## src/rtl/pipe_front_ctrl_if.sv

```systemverilog
// Bundle of the hazard-control, redirect, instruction-fetch and pipeline
// register signals exchanged between pipe_front_ctrl and its surroundings.
// The master side is the rest of the CPU (hazard unit, EXE stage, imem).
// The slave side is the front-end register block itself.
interface pipe_front_ctrl_if #(
  parameter int unsigned CNT_W = 16
);

  // Hazard-unit controls and branch redirect
  logic             pc_write;
  logic             if_id_write;
  logic             id_exe_flush;
  logic             branch_taken;
  logic [31:0]      branch_target;

  // Combinational instruction-memory read data at address pc
  logic [31:0]      imem_instr;

  // Registered front-end state
  logic [31:0]      pc;
  logic [31:0]      if_id_instr;
  logic [31:0]      if_id_pc4;
  logic             if_id_valid;
  logic [31:0]      id_exe_instr;
  logic [31:0]      id_exe_pc4;
  logic             id_exe_valid;

  // Event counters and sticky control-consistency flag
  logic [CNT_W-1:0] stall_cnt;
  logic [CNT_W-1:0] flush_cnt;
  logic             ctrl_err;

  modport master (
    output pc_write, if_id_write, id_exe_flush, branch_taken, branch_target,
    output imem_instr,
    input  pc, if_id_instr, if_id_pc4, if_id_valid,
    input  id_exe_instr, id_exe_pc4, id_exe_valid,
    input  stall_cnt, flush_cnt, ctrl_err
  );

  modport slave (
    input  pc_write, if_id_write, id_exe_flush, branch_taken, branch_target,
    input  imem_instr,
    output pc, if_id_instr, if_id_pc4, if_id_valid,
    output id_exe_instr, id_exe_pc4, id_exe_valid,
    output stall_cnt, flush_cnt, ctrl_err
  );

endinterface

```

## src/rtl/pipe_front_ctrl.sv

```systemverilog
// Front-end pipeline register block of the 5-stage CPU: holds the PC, the
// IF/ID register and the ID/EXE instruction register, and applies the
// load-use stall/bubble controls and the branch redirect/flush. A taken
// branch always wins over a simultaneous stall, because the stalled load is
// younger than the branch and is discarded anyway.
module pipe_front_ctrl #(
  parameter logic [31:0] RESET_PC  = 32'h0000_0000,
  parameter logic [31:0] NOP_INSTR = 32'h0000_0000,
  parameter int unsigned CNT_W     = 16
) (
  input logic              clk,
  input logic              rst,
  pipe_front_ctrl_if.slave bus
);

  // One pipeline stage slot: instruction word, its pc+4 and a valid flag.
  typedef struct packed {
    logic [31:0] instr;
    logic [31:0] pc4;
    logic        valid;
  } stage_t;

  // Content of a slot that holds a bubble or a flushed instruction.
  localparam stage_t BUBBLE = '{instr: NOP_INSTR, pc4: 32'h0, valid: 1'b0};

  localparam logic [CNT_W-1:0] CNT_MAX = '1;

  logic [31:0]      pc_q,        pc_d;
  stage_t           if_id_q,     if_id_d;
  stage_t           id_exe_q,    id_exe_d;
  logic [CNT_W-1:0] stall_cnt_q, stall_cnt_d;
  logic [CNT_W-1:0] flush_cnt_q, flush_cnt_d;
  logic             ctrl_err_q,  ctrl_err_d;

  logic [31:0]      pc_plus4;

  // Sequential fetch address; wraps modulo 2^32.
  assign pc_plus4 = pc_q + 32'd4;

  // Next PC: redirect beats advance, advance beats hold.
  always_comb begin
    // NOTE: each always_comb assigns its outputs a default first, so no path leaves them unassigned and no latch is inferred.
    pc_d = pc_q;
    if (bus.branch_taken) begin
      pc_d = bus.branch_target;
    end else if (bus.pc_write) begin
      pc_d = pc_plus4;
    end
  end

  // Next IF/ID slot: flush on redirect, load new fetch, or hold.
  always_comb begin
    if_id_d = if_id_q;
    if (bus.branch_taken) begin
      if_id_d = BUBBLE;
    end else if (bus.if_id_write) begin
      if_id_d = '{instr: bus.imem_instr, pc4: pc_plus4, valid: 1'b1};
    end
  end

  // Next ID/EXE slot: bubble on redirect or load-use flush, else pass IF/ID.
  always_comb begin
    id_exe_d = if_id_q;
    if (bus.branch_taken || bus.id_exe_flush) begin
      id_exe_d = BUBBLE;
    end
  end

  // Saturating event counters and sticky mismatch flag.
  always_comb begin
    stall_cnt_d = stall_cnt_q;
    flush_cnt_d = flush_cnt_q;
    if (bus.id_exe_flush && !bus.branch_taken && (stall_cnt_q != CNT_MAX)) begin
      stall_cnt_d = stall_cnt_q + CNT_W'(1);
    end
    if (bus.branch_taken && (flush_cnt_q != CNT_MAX)) begin
      flush_cnt_d = flush_cnt_q + CNT_W'(1);
    end
    // The two write enables are expected to move together; record any skew.
    ctrl_err_d = ctrl_err_q | (bus.pc_write != bus.if_id_write);
  end

  // State registers with synchronous reset that overrides every input.
  always_ff @(posedge clk) begin
    // NOTE: non-blocking assignments so every register samples pre-edge values and updates together.
    if (rst) begin
      pc_q        <= RESET_PC;
      if_id_q     <= BUBBLE;
      id_exe_q    <= BUBBLE;
      stall_cnt_q <= '0;
      flush_cnt_q <= '0;
      ctrl_err_q  <= 1'b0;
    end else begin
      pc_q        <= pc_d;
      if_id_q     <= if_id_d;
      id_exe_q    <= id_exe_d;
      stall_cnt_q <= stall_cnt_d;
      flush_cnt_q <= flush_cnt_d;
      ctrl_err_q  <= ctrl_err_d;
    end
  end

  // All outputs come straight from registers.
  assign bus.pc           = pc_q;
  assign bus.if_id_instr  = if_id_q.instr;
  assign bus.if_id_pc4    = if_id_q.pc4;
  assign bus.if_id_valid  = if_id_q.valid;
  assign bus.id_exe_instr = id_exe_q.instr;
  assign bus.id_exe_pc4   = id_exe_q.pc4;
  assign bus.id_exe_valid = id_exe_q.valid;
  assign bus.stall_cnt    = stall_cnt_q;
  assign bus.flush_cnt    = flush_cnt_q;
  assign bus.ctrl_err     = ctrl_err_q;

endmodule
```

## src/flat_wrapper.sv

```systemverilog
// flat-port wrapper written by rule: the top's interface ports become plain ports
module pipe_front_ctrl_flat 
#(
  parameter logic [31:0] RESET_PC  = 32'h0000_0000,
  parameter logic [31:0] NOP_INSTR = 32'h0000_0000,
  parameter int unsigned CNT_W     = 16
)
  (clk, rst, bus_pc_write, bus_if_id_write, bus_id_exe_flush, bus_branch_taken, bus_branch_target, bus_imem_instr, bus_pc, bus_if_id_instr, bus_if_id_pc4, bus_if_id_valid, bus_id_exe_instr, bus_id_exe_pc4, bus_id_exe_valid, bus_stall_cnt, bus_flush_cnt, bus_ctrl_err);
  pipe_front_ctrl_if #(.CNT_W(CNT_W)) bus_i ();
  input logic clk;
  input logic rst;
  input wire logic [$bits(bus_i.pc_write)-1:0] bus_pc_write;
  input wire logic [$bits(bus_i.if_id_write)-1:0] bus_if_id_write;
  input wire logic [$bits(bus_i.id_exe_flush)-1:0] bus_id_exe_flush;
  input wire logic [$bits(bus_i.branch_taken)-1:0] bus_branch_taken;
  input wire logic [$bits(bus_i.branch_target)-1:0] bus_branch_target;
  input wire logic [$bits(bus_i.imem_instr)-1:0] bus_imem_instr;
  output wire logic [$bits(bus_i.pc)-1:0] bus_pc;
  output wire logic [$bits(bus_i.if_id_instr)-1:0] bus_if_id_instr;
  output wire logic [$bits(bus_i.if_id_pc4)-1:0] bus_if_id_pc4;
  output wire logic [$bits(bus_i.if_id_valid)-1:0] bus_if_id_valid;
  output wire logic [$bits(bus_i.id_exe_instr)-1:0] bus_id_exe_instr;
  output wire logic [$bits(bus_i.id_exe_pc4)-1:0] bus_id_exe_pc4;
  output wire logic [$bits(bus_i.id_exe_valid)-1:0] bus_id_exe_valid;
  output wire logic [$bits(bus_i.stall_cnt)-1:0] bus_stall_cnt;
  output wire logic [$bits(bus_i.flush_cnt)-1:0] bus_flush_cnt;
  output wire logic [$bits(bus_i.ctrl_err)-1:0] bus_ctrl_err;
  assign bus_i.pc_write = bus_pc_write;
  assign bus_i.if_id_write = bus_if_id_write;
  assign bus_i.id_exe_flush = bus_id_exe_flush;
  assign bus_i.branch_taken = bus_branch_taken;
  assign bus_i.branch_target = bus_branch_target;
  assign bus_i.imem_instr = bus_imem_instr;
  assign bus_pc = bus_i.pc;
  assign bus_if_id_instr = bus_i.if_id_instr;
  assign bus_if_id_pc4 = bus_i.if_id_pc4;
  assign bus_if_id_valid = bus_i.if_id_valid;
  assign bus_id_exe_instr = bus_i.id_exe_instr;
  assign bus_id_exe_pc4 = bus_i.id_exe_pc4;
  assign bus_id_exe_valid = bus_i.id_exe_valid;
  assign bus_stall_cnt = bus_i.stall_cnt;
  assign bus_flush_cnt = bus_i.flush_cnt;
  assign bus_ctrl_err = bus_i.ctrl_err;
  pipe_front_ctrl #(.RESET_PC(RESET_PC), .NOP_INSTR(NOP_INSTR), .CNT_W(CNT_W)) u_core (.clk(clk), .rst(rst), .bus(bus_i));
endmodule
```

## config.mk

```make
export PLATFORM = sky130hd
export DESIGN_NAME = pipe_front_ctrl_flat
export DESIGN_NICKNAME = d
export VERILOG_FILES = /design/src/rtl/pipe_front_ctrl_if.sv /design/src/rtl/pipe_front_ctrl.sv /design/src/flat_wrapper.sv
export SDC_FILE = /design/constraint.sdc
export NUM_CORES = 1
export LEC_CHECK = 0
export CAP_MARGIN = 20
export CORE_MARGIN = 5
export CORE_UTILIZATION = 45
export CTS_CLUSTER_DIAMETER = 30
export DETAILED_ROUTE_END_ITERATION = 7
export PLACE_DENSITY = 0.81
export SYNTH_ARGS = -nofsm -noshare
export SYNTH_HDL_FRONTEND = slang
export SYNTH_SLANG_ARGS = --single-unit
```

## constraint.sdc

```tcl
create_clock -name clk -period 2.45 [get_ports clk]
set_input_delay 0.49 -clock clk [delete_from_list [all_inputs] [get_ports clk]]
set_output_delay 0.49 -clock clk [all_outputs]
set_load 0.1 [all_outputs]
```

==> run summary, run 1 <==
status: finished clean
vias per cell: 5.089
Final Critical Period: 2.092 ns
syn_nets: 888
worst slew pin tran: 0.6064 ns
Relative slew margins: 59.35%
Clock Skews: 0.01101 ns
CTS tree: done
Netlist cell types: 40
Clk pwr share: 37.3%
drt drc: 0
GRT Total Usage: 21.93%
Fillers: 1410
# Post-CTS Setup Buffers: 0
reg2reg start: u_core.bus.pc[2]
Synth area leader: dfxtp_1
min setup slack post-route: 0.3578 ns
Clk Latency, worst-skew pair: 0.43 ns
Post-Route WL: 22.41 mm
count of final hold-check violations: 0
die height: 140.2 um
clk root buf: clkbuf_16
post-place setup slack: 0.1495 ns
maximum clock rate: 478.0 MHz
leakage: 4.527 nW
starting density of the core: 46.02%
Gate power share: 16.6%
NumNets Final: 1136
slowest stage cell, crit path: nor4_4
CP Capture Type: register
maxcap violations: 0
Final Instance Area: 0.01066 sq mm
number of CTS-inserted buffers: 17
DRT iter0 DRCs: 375
layout cells sized above 1: 25.28%
die width: 140.2 um
top-area cell type share of the netlist area: 51.16%
Synth Cell Area: 0.007631 sq mm
largest buffer count on any clock path: 2
top cells by area, synth: dfxtp_1 51%, and2_1 5.8%, xor2_1 5.7%, nor2_1 5.6%, mux2i_1 5.4%
crit-path max cell delay: 0.52 ns
Worst Setup SP: u_core.bus.pc[2]
Final Total Pwr: 7.309 mW
CTS clk-pin slew, worst paths: 0.08 ns
fin crit share: 85.40%
Pre-Repair DR Iteration Count: 5
cell-internal power: 5.002 mW
TritonCTS Sinks: 195
Synth Warn #: 0
Resized Gates After CTS: 0
total negative slack: 0 ns
Hold Buf Count CTS: 0
syn avg cell area: 9.363 sq um
FF-to-FF path depth: 6
RSZ-0062 raised after global routing: no
DR vias: 6605
Post-DP Area: 0.01006 sq mm
sequential area share after synthesis: 51.16%
Worst R2R End: u_core.bus.pc[30]
core box area: 0.01658 sq mm
maximum VDD drop: 0.5145 mV
fin util: 64.27%
# setup viols final: 0
sw frac: 31.56%
IO Count: 265
hold path depth: 1
Hold Crit Endpoint: u_core.bus.id_exe_instr[26]
largest net degree at the start of global routing: 66
reg-to-reg slack, setup: 0.36 ns
hpwl dp: 16.82 mm
P per Cell Area: 685.8 mW/mm^2
critical path startpoint category: register
first-pass GRT wire length: 34.94 mm
sequential share of power: 46.0%
Slew Limit Fails: 0
depth of the CTS H-tree: 4
NetSw: 2.306 mW
number of global-route vias before repair: 6326
worst path cell trace: ha_1, nand3_1, nor4_4, nand4_1, xor2_1, o22ai_1
Final GP Congestion: 0.8669
total grt overflow: 0
CP max FO: 8
Worst Hold Launch: u_core.bus.if_id_instr[26]
PortBufs: 264
drt wl/cell: 17.26 um
# rows: 47
Routed Antenna Nets: 0
Hold WC Path Type: register to register
kind of critical path: register to register
number of synthesized register bits: 195
Area growth syn-to-layout: 39.66%
initial antenna violation count: 2
Synth Instances: 815
DIE AREA: 0.01966 sq mm
Critical Path AT: 2.39 ns
WP data required: 2.75 ns
synthesized netlist by cell type (all sizes together):
master  number
nor3        12
o22ai        5
nand4       31
nor4bb       1
nor4        14
or2          1
o21ai       23
clkbuf      38
nand4b       1
nor2       113
inv          6
mux2i       41
o31ai        2
nand2       36
a211oi      24
xor2        50
o21a         1
ha           3
or3          5
dfxtp      195
o2111a       1
buf         19
nor3b        2
nand2b       2
a21oi       39
and2        71
a21o         1
o21bai       1
a31oi        1
nand3       29
and3        12
xnor2       26
a311oi       3
and4         6
layer usage:
metal | vias to the layer above | global-route usage (%) | share of wire [%]
li1 | 3284 | - | -
met4 | 0 | 7.241 | 1.8
met2 | 232 | 36.11 | 48
met1 | 3066 | 28.15 | 43
met5 | - | 0 | 0
met3 | 23 | 5.624 | 7.5
worst max-delay path by stage:
| stage | endpoint | depth (start not counted) |
|---|---|---|
| 6_report | u_core.bus.pc[30] | 6 |
| 5_1_grt | u_core.bus.if_id_pc4[30] | 6 |
| 4_1_cts | u_core.bus.pc[30] | 6 |
| 3_5_place_dp | u_core.bus.pc[13] | 7 |
| 3_3_place_gp | u_core.bus.pc[15] | 7 |
| 2_1_floorplan | u_core.bus.pc[24] | 5 |
stage by stage:
step | hold slack [ns] | instances
floorplan | 0.4841 | 815
global placement | 0.4572 | 1264
detailed placement | 0.4696 | 1264
CTS | 0.4856 | 1296
global route | 0.4940 | 1298
finish | 0.4799 | 1298
power by group through the flow:
stage | logic [mW] | registers, mW | clock network (mW)
final | 1.22 | 3.36 | 2.73
after global routing | 1.27 | 3.38 | 2.91
after CTS | 1.22 | 3.36 | 2.78
after detailed placement | 1.22 | 3.44 | 0
after global placement | 1.21 | 3.44 | 0
after floorplan | 0.281 | 4.00 | 0
worst max-delay path: cells and delay by family, from the launching register on:
| kind | cells | cell delay (ns) |
|---|---|---|
| compound gates | 1 | 0.10 |
| xor+xnor | 1 | 0.31 |
| fa+ha+maj | 1 | 0.20 |
| flops | 1 | 0.43 |
| simple gates | 3 | 0.91 |
final cells by class:
cell class                      count  area [sq um]  area share, %
Timing Repair Buffer              286          2362          22.16
Multi-Input combinational cell    557          3482          32.67
Clock buffer                       19         452.9          4.250
Antenna cell                        2         5.005        0.04696
Clock inverter                     13         136.4          1.280
Inverter                            6         22.52         0.2113
Sequential cell                   195          3921          36.79
Tap cell                          220         275.3          2.583
logic make-up (layout without fill, tap and decap cells):
kind of cell    after synthesis  in the layout  synth area share [%]
buf+inv                      63            324                 3.312
compound gates              101            101                 7.903
mux                          41             41                 5.378
xor+xnor                     76             76                 8.723
other cells                   0              2                     0
simple gates                336            336                 23.04
fa+ha+maj                     3              3                0.4919
flops                       195            195                 51.16
cell usage in the layout (no fill, tap or decap), drive strengths merged, types with 12 or more instances in the layout:
master	instances
nand4	31
nor4	14
nand3	29
mux2i	41
a211oi	24
inv	14
xor2	50
clkdlybuf4s50	67
and3	12
o21ai	23
buf	219
dfxtp	195
nor2	113
xnor2	26
nor3	12
a21oi	39
nand2	36
and2	71
clkbuf	19
registers in the layout, indices dropped and copies added, names as in the netlist:
name                     flops
u_core.bus.id_exe_pc4       32
u_core.bus.flush_cnt        16
u_core.bus.if_id_pc4        32
u_core.bus.pc               32
u_core.bus.ctrl_err          1
u_core.bus.stall_cnt        16
u_core.bus.id_exe_instr     32
u_core.bus.if_id_instr      32
u_core.bus.if_id_valid       1
u_core.bus.id_exe_valid      1
Power figures use the tool's default switching activity.
==> run 2, diff against run 1 <==
Settings changed: CORE_MARGIN 5 to 10.
==> run 2 against run 1 <==
  * Non-clock buffer count down 2
  * Clock-buffer cell count down 2
  * Largest power group unchanged
  * Critical path type unchanged
  * Worst setup slack worse by 0.032 ns
  * Highest routed layer unchanged
  * Hold slack better by 0.00094 ns
  * Cell count down 0.23%
  * Sequential power about the same
  * Routed wire length up 7.2%
  * Flip-flop and latch count unchanged
==> run summary, run 2 (synthesis results as in run 1) <==
status: finished clean
core box area: 0.01658 sq mm (unchanged)
total negative slack: 0 ns (unchanged)
NumNets Final: 1134 (-0.18%)
Final GP Congestion: 0.8931 (+3.0%)
CP max FO: 8 (unchanged)
hpwl dp: 18.15 mm (+7.9%)
layout cells sized above 1: 25.14% (-0.14 points)
# rows: 47 (unchanged)
CTS tree: done
number of global-route vias before repair: 6220 (-1.7%)
clk root buf: clkbuf_16
crit-path max cell delay: 0.55 ns (+0.03 ns)
commonest non-fill, non-tap cells in the layout: 212 x buf_4, 181 x dfxtp_1, 112 x nor2_1, 71 x and2_1, 67 x clkdlybuf4s50_1
number of CTS-inserted buffers: 17 (unchanged)
Buf/Inv on CP: 0 (unchanged)
WP data required: 2.75 ns (about the same)
largest buffer count on any clock path: 2 (unchanged)
drt wl/cell: 18.55 um (+7.5%)
Final Total Pwr: 7.474 mW (+2.3%)
total grt overflow: 0 (unchanged)
cell class contributing the biggest share of worst-path delay: simple AND/OR/NAND/NOR gates
TritonCTS Sinks: 195 (unchanged)
initial antenna violation count: 1 (-1)
Critical Path AT: 2.43 ns (+0.04 ns)
first-pass GRT wire length: 36.47 mm (+4.4%)
Area growth syn-to-layout: 39.76% (about the same)
Final Critical Period: 2.124 ns (+0.03170 ns)
Hold WC Path Type: register to register
Fillers: 1443 (+2.3%)
worst slew pin tran: 0.5703 ns (-0.03613 ns)
vias per cell: 5.135 (+0.91%)
Resized Gates After CTS: 0 (unchanged)
maximum VDD drop: 0.5135 mV (-0.18%)
# setup viols final: 0 (unchanged)
count of final hold-check violations: 0 (unchanged)
PortBufs: 264 (unchanged)
largest net degree at the start of global routing: 66 (unchanged)
Hold Buf Count CTS: 0 (unchanged)
DRT iter0 DRCs: 377 (+0.53%)
Clock Skews: 0.007852 ns (-0.003155 ns)
critical path startpoint category: register
Pre-Repair DR Iteration Count: 5 (unchanged)
Clk Latency, worst-skew pair: 0.43 ns (about the same)
GRT Total Usage: 20.34% (-1.6 points)
DIE AREA: 0.02257 sq mm (+15%)
P per Cell Area: 700.8 mW/mm^2 (+2.2%)
slowest stage cell, crit path: nor4_4
RSZ-0062 raised after global routing: no
Relative slew margins: 61.78% (+2.4 points)
CTS clk-pin slew, worst paths: 0.07 ns (about the same)
min setup slack post-route: 0.3261 ns (-0.03170 ns)
commonest non-fill, non-tap cell in the layout: buf_4
worst path cell trace: ha_1, nand3_1, nor4_4, nand4_1, xor2_1, a21oi_1
kind of critical path: register to register
fin crit share: 86.69% (+1.3 points)
IO Count: 265 (unchanged)
drt drc: 0 (unchanged)
starting density of the core: 46.02% (unchanged)
CP Capture Type: register
depth of the CTS H-tree: 4 (unchanged)
# Post-CTS Setup Buffers: 0 (unchanged)
Routed Antenna Nets: 0 (unchanged)
Slew Limit Fails: 0 (unchanged)
die height: 150.2 um (+7.1%)
maximum clock rate: 470.8 MHz (-1.5%)
Final Instance Area: 0.01067 sq mm (about the same)
DR vias: 6650 (+0.68%)
leakage: 4.535 nW (+0.19%)
maxcap violations: 0 (unchanged)
die width: 150.2 um (+7.1%)
post-place setup slack: 0.2239 ns (+0.07435 ns)
Post-Route WL: 24.03 mm (+7.2%)
Post-DP Area: 0.01005 sq mm (-0.15%)
## run 2: cell count changes in the layout (fill, tap and decap cells not counted)
cell        change
buf_4           -2
bufinv_16       +2
clkbuf_8        -2
clkinv_2        +1
clkinv_4        +1
clkinv_8        -1
clkinvlp_4      -1
diode_2         -1
inv_6           -1
inv_8           +1
## run 2: final timing paths
check                                start                   endpoint  slack (ns)  depth (start not counted)
setup / recovery          u_core.bus.pc[2]   u_core.bus.if_id_pc4[30]        0.33                          6
hold / removal    u_core.bus.if_id_pc4[20]  u_core.bus.id_exe_pc4[20]        0.48                          1
setup reg to reg          u_core.bus.pc[2]   u_core.bus.if_id_pc4[30]        0.33                          6
hold reg to reg   u_core.bus.if_id_pc4[20]  u_core.bus.id_exe_pc4[20]        0.48                          1
## run 2: layer usage
metal	vias to the layer above	GRT usage (%)	routed length, um
li1	3287	-	-
met1	3075	25.48	10180
met2	264	32.04	11130
met3	24	7.563	2357
met4	0	6.025	354
met5	-	0	0
## run 2: layout make-up
type / instances / area (sq um) / area share [%]
Multi-Input combinational cell: 557 / 3482 / 32.65
Inverter: 6 / 22.52 / 0.2112
Timing Repair Buffer: 284 / 2347 / 22.01
Clock buffer: 17 / 425.4 / 3.989
Clock inverter: 15 / 188.9 / 1.771
Antenna cell: 1 / 2.502 / 0.02346
Tap cell: 220 / 275.3 / 2.581
Sequential cell: 195 / 3921 / 36.77
## run 2: through the flow
stage / util [%] / hold slack (ns) / instances
after floorplan: - / 0.4841 / 815
final: 64.31 / 0.4808 / 1295
after detailed placement: 60.59 / 0.4650 / 1262
after global routing: 64.30 / 0.4976 / 1294
after CTS: 64.30 / 0.4835 / 1294
after global placement: 60.59 / 0.4630 / 1262
## run 2: power by group
group	leakage [nW]	total [mW]	switching [mW]	internal, mW
sequential	1.59	3.36	0.107	3.26
combinational	2.65	1.22	0.892	0.332
clock	0.299	2.89	1.33	1.56
total	4.54	7.47	2.33	5.15
==> run 3, diff against run 2 <==
Settings changed: GPL_ROUTABILITY_DRIVEN set to 0, PLACE_DENSITY 0.81 to 0.9.
==> run 3 against run 2 <==
  * Final area up 0.22%
  * Clock skew up 0.0035 ns
  * Via count up 2.5%
  * Routed wire length up 3.1%
  * Utilization up 0.14 points
  * Fmax down 3.6%
  * Flip-flop and latch count unchanged
  * Cell count up 0.23%
  * Total power down 0.28%
  * Die area unchanged
  * Sequential power about the same
  * Sequential share of layout area down 0.082 points
  * Critical endpoint is now u_core.bus.pc[31]
  * Largest cell class unchanged
==> run summary, run 3 (synthesis results as in run 1) <==
Slew Limit Fails: 0 (unchanged)
worst slew pin tran: 0.5905 ns (+0.02028 ns)
sequential share of power: 45.2% (+0.2 points)
RSZ-0062 raised after global routing: no
PortBufs: 264 (unchanged)
critical path startpoint category: register
CP Capture Type: register
total grt overflow: 0 (unchanged)
largest net degree at the start of global routing: 54 (-18%)
drt wl/cell: 19.09 um (+2.9%)
commonest non-fill, non-tap cells in the layout: 215 x buf_4, 181 x dfxtp_1, 112 x nor2_1, 71 x and2_1, 67 x clkdlybuf4s50_1
count of final hold-check violations: 0 (unchanged)
reg2reg start: u_core.bus.pc[5]
Worst Setup SP: u_core.bus.pc[5]
hpwl dp: 18.90 mm (+4.1%)
initial antenna violation count: 1 (unchanged)
layout cells sized above 1: 25.26% (+0.12 points)
vias per cell: 5.252 (+2.3%)
commonest non-fill, non-tap cell in the layout: buf_4
Clk pwr share: 38.3% (-0.3 points)
WP data required: 2.75 ns (about the same)
first-pass GRT wire length: 37.34 mm (+2.4%)
fin crit share: 89.94% (+3.2 points)
Critical Path AT: 2.50 ns (+0.07 ns)
Gate power share: 16.5% (about the same)
die width: 150.2 um (unchanged)
Hold WC Path Type: register to register
Relative slew margins: 60.42% (-1.4 points)
# rows: 47 (unchanged)
IO Count: 265 (unchanged)
cell-internal power: 5.075 mW (-1.4%)
starting density of the core: 46.02% (unchanged)
# Post-CTS Setup Buffers: 0 (unchanged)
Clk Latency, worst-skew pair: 0.43 ns (about the same)
total negative slack: 0 ns (unchanged)
maxcap violations: 0 (unchanged)
P per Cell Area: 697.3 mW/mm^2 (-0.50%)
GRT Total Usage: 20.82% (+0.48 points)
Final Instance Area: 0.01069 sq mm (+0.22%)
Fillers: 1365 (-5.4%)
DIE AREA: 0.02257 sq mm (unchanged)
kind of critical path: register to register
Area growth syn-to-layout: 40.07%
core box area: 0.01658 sq mm (unchanged)
post-place setup slack: 0.1634 ns (-0.06048 ns)
largest buffer count on any clock path: 2 (unchanged)
CTS tree: done
DR vias: 6817 (+2.5%)
number of CTS-inserted buffers: 17 (unchanged)
maximum clock rate: 453.8 MHz (-3.6%)
maximum VDD drop: 0.4833 mV (-5.9%)
NumNets Final: 1137 (+0.26%)
depth of the CTS H-tree: 4 (unchanged)
# setup viols final: 0 (unchanged)
TritonCTS Sinks: 195 (unchanged)
min setup slack post-route: 0.2465 ns (-0.07959 ns)
leakage: 4.551 nW (+0.35%)
die height: 150.2 um (unchanged)
Resized Gates After CTS: 0 (unchanged)
Hold Buf Count CTS: 0 (unchanged)
Clock Skews: 0.01140 ns (+0.003549 ns)
Final Critical Period: 2.204 ns (+0.07959 ns)
status: finished clean
met2 usage: 34.70% (+2.7 points)
CP max FO: 19 (+11)
CTS clk-pin slew, worst paths: 0.08 ns (about the same)
DRT iter0 DRCs: 497 (+32%)
number of global-route vias before repair: 6618 (+6.4%)
Routed Antenna Nets: 0 (unchanged)
NetSw: 2.379 mW (+2.2%)
FF-to-FF path depth: 5 (-1)
Pre-Repair DR Iteration Count: 5 (unchanged)
Worst R2R End: u_core.bus.pc[31]
reg-to-reg slack, setup: 0.25 ns (-0.08 ns)
Setup crit end: u_core.bus.pc[31]
Post-Route WL: 24.77 mm (+3.1%)
Post-DP Area: 0.01007 sq mm (+0.22%)
drt drc: 0 (unchanged)
sw frac: 31.92% (+0.76 points)
met1 Usage GRT: 25.09% (-0.39 points)
GRT met3 Usage: 6.633% (-0.93 points)
GRT Max-Usage Layer: met2
clk root buf: clkbuf_16
run 3: changes by cell type in the layout (fill, tap and decap cells not counted), sizes merged:
| cell | previous run | this run |
|---|---|---|
| buf | 217 | 220 |
| clkinv | 4 | 6 |
| bufinv | 2 | 1 |
| clkbuf | 17 | 18 |
| clkinvlp | 1 | 0 |
| inv | 14 | 13 |
run 3: per-layer routing:
metal	part of all wire (%)	vias to the layer above
li1	-	3290
met1	42	3193
met2	48	305
met3	8.8	29
met4	1.8	0
met5	0	-
run 3: worst min path at each step:
stage,from,endpoint,depth (start not counted)
2_1_floorplan,u_core.bus.pc[0],u_core.bus.pc[0],2
3_3_place_gp,u_core.bus.ctrl_err,u_core.bus.ctrl_err,2
3_5_place_dp,u_core.bus.ctrl_err,u_core.bus.ctrl_err,2
4_1_cts,u_core.bus.ctrl_err,u_core.bus.ctrl_err,2
5_1_grt,u_core.bus.if_id_instr[5],u_core.bus.id_exe_instr[5],1
6_report,u_core.bus.ctrl_err,u_core.bus.ctrl_err,2
run 3: worst max-delay path, cell delays in order, from the launching register on:
cell and delay [ns]:
dfxtp_2 0.47, nand4_4 0.32, nor4_4 0.61, nand4_1 0.19, xor2_1 0.33, o22ai_1 0.15
run 3: layout make-up:
class | instances | area (sq um) | share of cell area [%]
timing repair buffer | 287 | 2370 | 22.17
antenna | 1 | 2.502 | 0.02341
tap | 220 | 275.3 | 2.575
clock buffer | 18 | 429.2 | 4.015
sequential | 195 | 3921 | 36.69
multi-input combinational | 557 | 3482 | 32.58
clock inverter | 14 | 186.4 | 1.744
inverter | 6 | 22.52 | 0.2107
run 3: per-stage QoR:
step	util [%]	power, mW	cells	hold slack [ns]
finish	64.46	7.453	1298	0.4793
global route	64.46	7.681	1298	0.5063
CTS	64.44	7.480	1297	0.4845
detailed placement	60.73	4.668	1265	0.4677
global placement	60.73	4.656	1265	0.4597
floorplan	-	4.285	815	0.4841
run 3: power groups by stage:
stage	sequential (mW)	clock [mW]	combinational [mW]
2_1_floorplan	4.00	0	0.281
3_5_place_dp	3.44	0	1.23
3_3_place_gp	3.44	0	1.22
6_report	3.37	2.85	1.23
4_1_cts	3.37	2.88	1.23
5_1_grt	3.38	3.02	1.28
